$ cat src/rtl/ex_issue_ctrl.sv
// Issue controller between decode and ex: a register scoreboard guards RAW/WAW hazards,
// an in-flight cap limits outstanding operations, and control transfers are serialised.
module ex_issue_ctrl #(
    parameter int XCNT         = 32,
    parameter int XLEN         = 32,
    parameter int MAX_INFLIGHT = 4
) (
    input  logic                    CLK,
    input  logic                    RSTN,
    input  logic                    DEC_VALID,
    output logic                    DEC_READY,
    input  logic [$clog2(XCNT)-1:0] DEC_RS1,
    input  logic [$clog2(XCNT)-1:0] DEC_RS2,
    input  logic [$clog2(XCNT)-1:0] DEC_RD,
    input  logic                    DEC_USE_RS1,
    input  logic                    DEC_USE_RS2,
    input  logic                    DEC_RD_WE,
    input  logic                    DEC_JAL,
    input  logic                    DEC_JALR,
    input  logic                    DEC_BRANCH,
    input  logic [XLEN-1:0]         DEC_PC,
    output logic                    EXECUTE_ENABLED,
    output logic [XLEN-1:0]         ISSUE_PC,
    input  logic                    WB_VALID,
    input  logic [$clog2(XCNT)-1:0] WB_RD,
    input  logic                    RESOLVE_VALID,
    input  logic                    RESOLVE_TAKEN,
    output logic                    FLUSH,
    output logic                    EXECUTE_HAZARD
);

    localparam int RW = $clog2(XCNT);
    localparam int CW = $clog2(MAX_INFLIGHT + 1);
    localparam logic [XCNT-1:0] ONE  = XCNT'(1);
    localparam logic [CW-1:0]   MAXC = CW'(MAX_INFLIGHT);
    localparam logic [CW-1:0]   INC  = CW'(1);

    typedef enum logic [1:0] {
        S_RUN,
        S_WAIT_RES,
        S_FLUSH
    } state_t;

    state_t          r_state;
    state_t          w_state_nxt;
    logic [XCNT-1:0] r_sb;
    logic [XCNT-1:0] w_clr;
    logic [XCNT-1:0] w_set;
    logic [XCNT-1:0] w_busy;
    logic [XCNT-1:0] w_sb_nxt;
    logic [CW-1:0]   r_inflight;
    logic [CW-1:0]   w_infl_eff;
    logic            w_wb_dec;
    logic            w_raw;
    logic            w_waw;
    logic            w_full;
    logic            w_issue;
    logic            w_ctrl;
    logic            r_ex_en;
    logic [XLEN-1:0] r_issue_pc;

    // Same-cycle writeback releases the register; ex forwards the result.
    assign w_clr  = (WB_VALID && WB_RD != '0) ? (ONE << WB_RD) : '0;
    assign w_busy = r_sb & ~w_clr;

    assign w_raw = (DEC_USE_RS1 && DEC_RS1 != '0 && w_busy[DEC_RS1])
                || (DEC_USE_RS2 && DEC_RS2 != '0 && w_busy[DEC_RS2]);
    assign w_waw = DEC_RD_WE && DEC_RD != '0 && w_busy[DEC_RD];

    // A writeback with nothing in flight is dropped so the counter cannot wrap.
    assign w_wb_dec   = WB_VALID && (r_inflight != '0);
    assign w_infl_eff = w_wb_dec ? (r_inflight - INC) : r_inflight;
    assign w_full     = (w_infl_eff == MAXC);

    assign w_ctrl  = DEC_JAL || DEC_JALR || DEC_BRANCH;
    assign w_issue = DEC_VALID && DEC_READY;

    assign w_set = (w_issue && DEC_RD_WE && DEC_RD != '0)
                 ? (ONE << DEC_RD) : '0;

    always_comb begin
        w_sb_nxt    = (r_sb & ~w_clr) | w_set;
        w_sb_nxt[0] = 1'b0;
    end

    always_comb begin
        w_state_nxt    = r_state;
        DEC_READY      = 1'b0;
        FLUSH          = 1'b0;
        EXECUTE_HAZARD = 1'b0;
        unique case (r_state)
            S_RUN: begin
                DEC_READY = !w_raw && !w_waw && !w_full;
                if (DEC_VALID && DEC_READY && w_ctrl)
                    w_state_nxt = S_WAIT_RES;
            end
            S_WAIT_RES: begin
                if (RESOLVE_VALID)
                    w_state_nxt = RESOLVE_TAKEN ? S_FLUSH : S_RUN;
            end
            S_FLUSH: begin
                FLUSH       = 1'b1;
                w_state_nxt = S_RUN;
            end
            default: w_state_nxt = S_RUN;
        endcase
        EXECUTE_HAZARD = DEC_VALID && !DEC_READY;
    end

    always_ff @(posedge CLK) begin
        if (!RSTN) begin
            r_state    <= S_RUN;
            r_sb       <= '0;
            r_inflight <= '0;
            r_ex_en    <= 1'b0;
            r_issue_pc <= '0;
        end else begin
            r_state <= w_state_nxt;
            r_sb    <= w_sb_nxt;
            r_ex_en <= w_issue;
            if (w_issue)
                r_issue_pc <= DEC_PC;
            if (w_issue && !w_wb_dec)
                r_inflight <= r_inflight + INC;
            else if (!w_issue && w_wb_dec)
                r_inflight <= r_inflight - INC;
        end
    end

    assign EXECUTE_ENABLED = r_ex_en;
    assign ISSUE_PC        = r_issue_pc;

endmodule

$ cat config.mk
export PLATFORM = sky130hd
export DESIGN_NAME = ex_issue_ctrl
export DESIGN_NICKNAME = d
export VERILOG_FILES = /design/src/rtl/ex_issue_ctrl.sv
export SDC_FILE = /design/constraint.sdc
export NUM_CORES = 1
export LEC_CHECK = 0
export ABC_AREA = 1
export BUFFER_PORTS_ARGS = -buffer_cell sky130_fd_sc_hd__buf_2
export CAP_MARGIN = 20
export CORE_UTILIZATION = 48
export CTS_CLUSTER_SIZE = 12
export DETAILED_ROUTE_END_ITERATION = 10
export MAX_ROUTING_LAYER = met4
export PLACE_DENSITY_LB_ADDON = 0.15
export SKIP_LAST_GASP = 1
export SLEW_MARGIN = 0
export SYNTH_ARGS = -nofsm -noshare
export SYNTH_HDL_FRONTEND = slang
export SYNTH_SLANG_ARGS = --single-unit
$ cat constraint.sdc
create_clock -name CLK -period 3.7 [get_ports CLK]
set_clock_uncertainty 0.2 [all_clocks]
set_input_delay 1.11 -clock CLK [delete_from_list [all_inputs] [get_ports CLK]]
set_output_delay 1.11 -clock CLK [all_outputs]
set_load 0.05 [all_outputs]
# Word-level counts from Yosys, hierarchy flattened
# Index checks and enable logic that the tools add are counted.
[classes] n_bitwise=3 n_reduce_logical=35 n_eq_ne=5 n_shift=2 order_cmp=3 addsub=2 mux=17
[op_table] operator="32-bit 2-to-1 mux" count=2
[op_table] operator="1-bit by 5-bit << shifter with 32-bit output (first input constant)" count=2
[op_table] operator="32-bit AND" count=1
[op_table] operator="32-bit NOT" count=1
[op_table] operator="32-bit bitwise OR" count=1
[op_table] operator="5-bit nonzero test" count=4
[op_table] operator="1-bit logical AND" count=18
[op_table] operator="5-bit by 6-bit less-than comparator with 1-bit output (second input constant)" count=3
[op_table] operator="1-bit binary-select mux with 5-bit select" count=3
[op_table] operator="3-bit 2-to-1 mux" count=3
[op_table] operator="1-bit zero test" count=6
[op_table] operator="2-bit 2-to-1 mux" count=3
[op_table] operator="1-bit 2-to-1 mux" count=5
[op_table] operator="2-bit != test (second input constant)" count=2
[op_table] operator="2-bit case mux with 2 select lines" count=1
[op_table] operator="3-bit by 1-bit adder with 3-bit output (second input constant)" count=1
[op_table] operator="3-bit equality test (second input constant)" count=1
[op_table] operator="1-bit logical OR" count=3
[op_table] operator="3-bit nonzero test" count=1
[op_table] operator="3-bit by 1-bit subtractor with 3-bit output (second input constant)" count=1
[op_table] operator="2-bit by 1-bit equality test with 1-bit output (second input constant)" count=1
[op_table] operator="2-bit equality test (second input constant)" count=1
[op_table] operator="2-bit zero test" count=1
[op_table] operator="2-bit AND reduction" count=1
[op_table] operator="2-bit nonzero test" count=1
[totals] register_bits=70 in_bits=64 elab_cells=73

# Longest topological paths before layout
[logic_depth] word_depth=18 mapped_depth=24

# Worst setup path before layout
# OpenSTA, ideal clock, no wires.
[synth_path] path_type="input to output" from="in DEC_RS2[0]" to="out EXECUTE_HAZARD" slack_ns=-0.258 t_required_ns=2.390 arrival_ns=2.648 stages=14 path_cell_list="buf_2 -> clkinv_1 -> clkbuf_1 -> o21ai_0 -> nand3_1 -> nand3_1 -> nand2_1 -> nand2_1 -> nand2_1 -> nor2_1 -> nor2_1 -> nand3_1 -> nand2_1 -> inv_1"
[synth_via] elab_chain_len=10 word_cells_on_any_way=12
[synth_rtl] item="start: declaration" line="13" source="input logic [$clog2(XCNT)-1:0] DEC_RS2,"
[synth_rtl] item="1-bit binary-select mux with 5-bit select or 5-bit nonzero test (tied branches)" line="67" source="|| (DEC_USE_RS2 && DEC_RS2 != '0 && w_busy[DEC_RS2]);"
[synth_rtl] item="1-bit 2-to-1 mux (not written as such) or 1-bit logical AND (tied branches)" line="67"
[synth_rtl] item="1-bit logical AND (*)" line="67"
[synth_rtl] item="1-bit logical OR (*)" line="67"
[synth_rtl] item="1-bit zero test (*)" line="93" source="DEC_READY = !w_raw && !w_waw && !w_full;"
[synth_rtl] item="1-bit logical AND (*) (2 in a row)" line="93"
[synth_rtl] item="1-bit 2-to-1 mux (*)" line="91" source="unique case (r_state)"
[synth_rtl] item="1-bit zero test (*)" line="107" source="EXECUTE_HAZARD = DEC_VALID && !DEC_READY;"
[synth_rtl] item="1-bit logical AND (*)" line="107"
[synth_rtl] item="end: declaration" line="29" source="output logic EXECUTE_HAZARD"
# Mark *: on every way between the ends. The rest lies on a longest branch, timed or not. The select of a mux whose other input is x is not followed.

# Worst setup path in the final report
[layout_path] from="in WB_RD[2]" to="out EXECUTE_HAZARD"
[layout_via] elab_chain_len=15 word_cells_on_any_way=23
[layout_rtl] item="start: declaration" line="25" source="input logic [$clog2(XCNT)-1:0] WB_RD,"
[layout_rtl] item="5-bit nonzero test" line="63" source="assign w_clr = (WB_VALID && WB_RD != '0) ? (ONE << WB_RD) : '0;"
[layout_rtl] item="1-bit logical AND" line="63"
[layout_rtl] item="32-bit 2-to-1 mux (*)" line="63"
[layout_rtl] item="32-bit NOT (*)" line="64" source="assign w_busy = r_sb & ~w_clr;"
[layout_rtl] item="32-bit AND (*)" line="64"
[layout_rtl] item="1-bit binary-select mux with 5-bit select, on equally long branches" line="66, 67"
[layout_rtl] item="1-bit 2-to-1 mux, on equally long branches" line="66, 67"
[layout_rtl] item="1-bit logical AND, on equally long branches" line="66, 67"
[layout_rtl] item="1-bit logical OR" line="67"
[layout_rtl] item="1-bit zero test" line="93"
[layout_rtl] item="1-bit logical AND (*) (2 in a row)" line="93"
[layout_rtl] item="1-bit 2-to-1 mux (*)" line="91"
[layout_rtl] item="1-bit zero test (*)" line="107"
[layout_rtl] item="1-bit logical AND (*)" line="107"
# Marked as above.

==> results.yml <==
setup_path:
  critPathArrivalTime_ns: 2.97
  crit_end: "EXECUTE_HAZARD"
  reg2reg_depth: 12
  r2r-start: "r_inflight[0]"
  worstReg2RegEnd: "r_sb[31]"
  setup.worst_path.start_class: "input pin"
  required_ns: 2.39
  rrSetupSlack_ns: 0.86
  cp_max_fo: 5
  critPathCaptureType: "primary output"
  crit_type: "in -> out"
  cp-startpoint: "WB_RD[2]"
placed_design:
  port_buffers: 99
  dpl_worst_slack_ns: -0.7876
  gp_congestion: 1.057
  hpwl_mm: 10.72
final_layout:
  multi_input_comb_area_um2: 2569
  mostFrequentLayoutCells: "nand3_1 (122), nor2_1 (110), nand2_1 (93)"
  final_common_cell: "nand3_1"
  register_area_um2: 1381
  area_growth_pct: 42.67
  final_util_pct: 70.62
  n_antenna_cell: 0
  drive_above_1_share_pct: 32.89
  num-nets-final: 887
  nFillCells: 735
timing:
  final_max_slew_viol_count: 0
  max_slew_margin_pct: 39.05
  fin_crit_sh_pct: 115.7
  tightest_slew_ns: 0.9132
  setup_ws_ns: -0.5824
  hold_viol: 0
  finalCriticalPeriod_ns: 4.282
  setup_violations: 2
  rsz0062_at_grt: "true"
  max_freq_mhz: 233.5
global_routing:
  grt_pass1_wl_mm: 23.00
  grt_pass1_vias: 4886
  gr-total-overflow: 0
  grt_start_max_net_pins: 36
  grtUsageTotal_pct: 34.38
  antenna_found_initial: 0
pwr:
  p_int_uw: 1483
  vdd_drop_max_uv: 380.9
  seq_power_share_pct: 35.8
  powerDensity_nw_per_um2: 416.8
  power.share.combinational_pct: 37.0
  clkPwrFrac_pct: 27.2
  p_switching_uw: 922.9
  p_sw_share_pct: 38.36
  power_leakage_uw: 0.002593
run_status:
  outcome: "finished with violations"
  failed_checks: "setup timing"
clocking:
  path_clk_slew_ns: 0.07
  cts_sinks: 69
  cts_buffers: 9
  insertion_delay_ns: 0.34
  htree_levels: 3
  cts-hold-fix-buffers: 0
  cts_tree: "done"
  cts_root_buf: "clkbuf_8"
  clock_path_buffers: 2
detailed_routing:
  avgRoutedWirePerCell_um: 15.31
  dr.first_iter.drc_count: 473
  wirelength_mm: 14.22
  drt-pass1-iter-count: 5
  drtAntennaViolNets: 0
  vias_per_cell: 5.546
  vias: 5152
  drc: 0
synth:
  synth_top_area_cell: "dfxtp_1"
  synthesis.nets: 724
  ys_warn_count: 0
  synth.area.top_cells: "dfxtp_1 (34%), nand3_1 (16%), nand2_1 (12%)"
  synth_cells: 656
  avgSynthCellArea_um2: 6.168
  synth_seq_area_share_pct: 34.14
  synth_cell_types: 26
  synth_top_area_share_pct: 34.14
  ys_ff_latch: 69
  synth_area_um2: 4046
floorplan:
  core_area_um2: 8175
  die-area_um2: 8801
  ioPinCount: 100
  dieWidth_um: 93.82
  die_h_um: 93.82
  initial_core_util_pct: 49.49
  num_rows: 33
worst_hold_path:
  hold_path_class: "reg -> reg"
flow_run:
  drv_cap: 0
logic make-up after synthesis:
logic type / share of synthesized area, %
AND/OR/NAND/NOR: 41.56
XOR/XNOR: 0.6495
buffers and inverters: 8.163
adder cells (fa/ha/maj): 1.237
flip-flops: 34.14
AO/OA/AOI/OAI: 14.25
repair_timing:
action / in CTS / in global routing
endpoints found under the setup margin: 2 / 52
pin swaps: 11 / 29
resized for setup: 29 / 56
setup buffers: 6 / 6
endpoints found under the hold margin: 0 / 0
cells in the mapped netlist:
master,instances
a21boi_0,1
a21oi_1,45
a31oi_1,1
buf_1,3
buf_2,6
buf_4,5
clkbuf_1,19
clkinv_1,4
dfxtp_1,69
ha_1,4
inv_1,41
inv_2,3
nand2_1,129
nand3_1,129
nand4_1,4
nor2_1,119
nor2_2,2
nor2_4,2
nor3_1,4
nor4_1,4
o211ai_1,15
o21a_1,2
o21ai_0,31
o21ai_1,11
xnor2_1,2
xor2_1,1
how the worst min path moves through the flow:
| stage | startpoint | endpoint | slack (ns) | depth (start not counted) |
|---|---|---|---|---|
| after floorplan | r_state[0] | r_state[1] | 0.25 | 2 |
| after global placement | r_state[0] | r_state[1] | 0.26 | 2 |
| after detailed placement | r_state[0] | r_state[1] | 0.27 | 2 |
| after CTS | r_state[0] | r_state[1] | 0.28 | 2 |
| after global routing | r_state[0] | r_state[1] | 0.32 | 2 |
| final | r_state[0] | r_state[1] | 0.28 | 2 |
critical path: stages:
cell,delay (ns)
buf_8,0.09
clkinvlp_4,0.17
nor2_4,0.26
nand2_2,0.11
nand2_2,0.09
nand2_1,0.05
nand2_1,0.06
inv_1,0.04
nand3_1,0.05
nand3_1,0.09
nand2_1,0.08
nand2_1,0.05
nand3_1,0.06
nand2_1,0.06
nor2_2,0.12
nand3_2,0.12
nand2_2,0.12
clkinvlp_4,0.09
buf_8,0.15
flip-flops by register name, summed over array words and instances, names as in the netlist:
signal           flops
EXECUTE_ENABLED      1
ISSUE_PC            32
r_inflight           3
r_sb                31
r_state              2
layout make-up:
| cell class | count | share of cell area (%) |
|---|---|---|
| Clock buffer | 12 | 2.861 |
| Inverter | 48 | 3.554 |
| Clock inverter | 4 | 0.9319 |
| Sequential cell | 69 | 23.93 |
| Tap cell | 105 | 2.276 |
| Multi-Input combinational cell | 506 | 44.49 |
| Timing Repair Buffer | 185 | 21.95 |
through the flow:
| step | area (um2) | power (uW) | TNS, ns | hold WS (ns) | std cells |
|---|---|---|---|---|---|
| 3_5_place_dp | 5202 | 1683 | -10.03 | 0.2728 | 901 |
| 4_1_cts | 5552 | 2358 | -0.9814 | 0.2848 | 923 |
| 5_1_grt | 5773 | 2526 | -2.026 | 0.3206 | 929 |
| 3_3_place_gp | 5202 | 1663 | -7.253 | 0.2597 | 901 |
| 6_report | 5773 | 2406 | -1.079 | 0.2833 | 929 |
| 2_1_floorplan | 4105 | 1439 | -0.2903 | 0.2479 | 656 |
power by group through the flow:
stage | Combinational [uW] | Sequential, uW | Clock (uW)
floorplan | 375 | 1060 | 0
global placement | 791 | 872 | 0
detailed placement | 809 | 874 | 0
CTS | 834 | 861 | 664
global route | 959 | 870 | 697
finish | 890 | 862 | 654
per-layer routing:
| layer | global-route usage, % | vias up | share of wire, % |
|---|---|---|---|
| met5 | - | - | 0 |
| met4 | 16.67 | 0 | 3.9 |
| met2 | 54.50 | 292 | 46 |
| met3 | 4.935 | 55 | 8.9 |
| met1 | 42.94 | 2302 | 41 |
| li1 | - | 2503 | - |
Power figures use the tool's default switching activity.
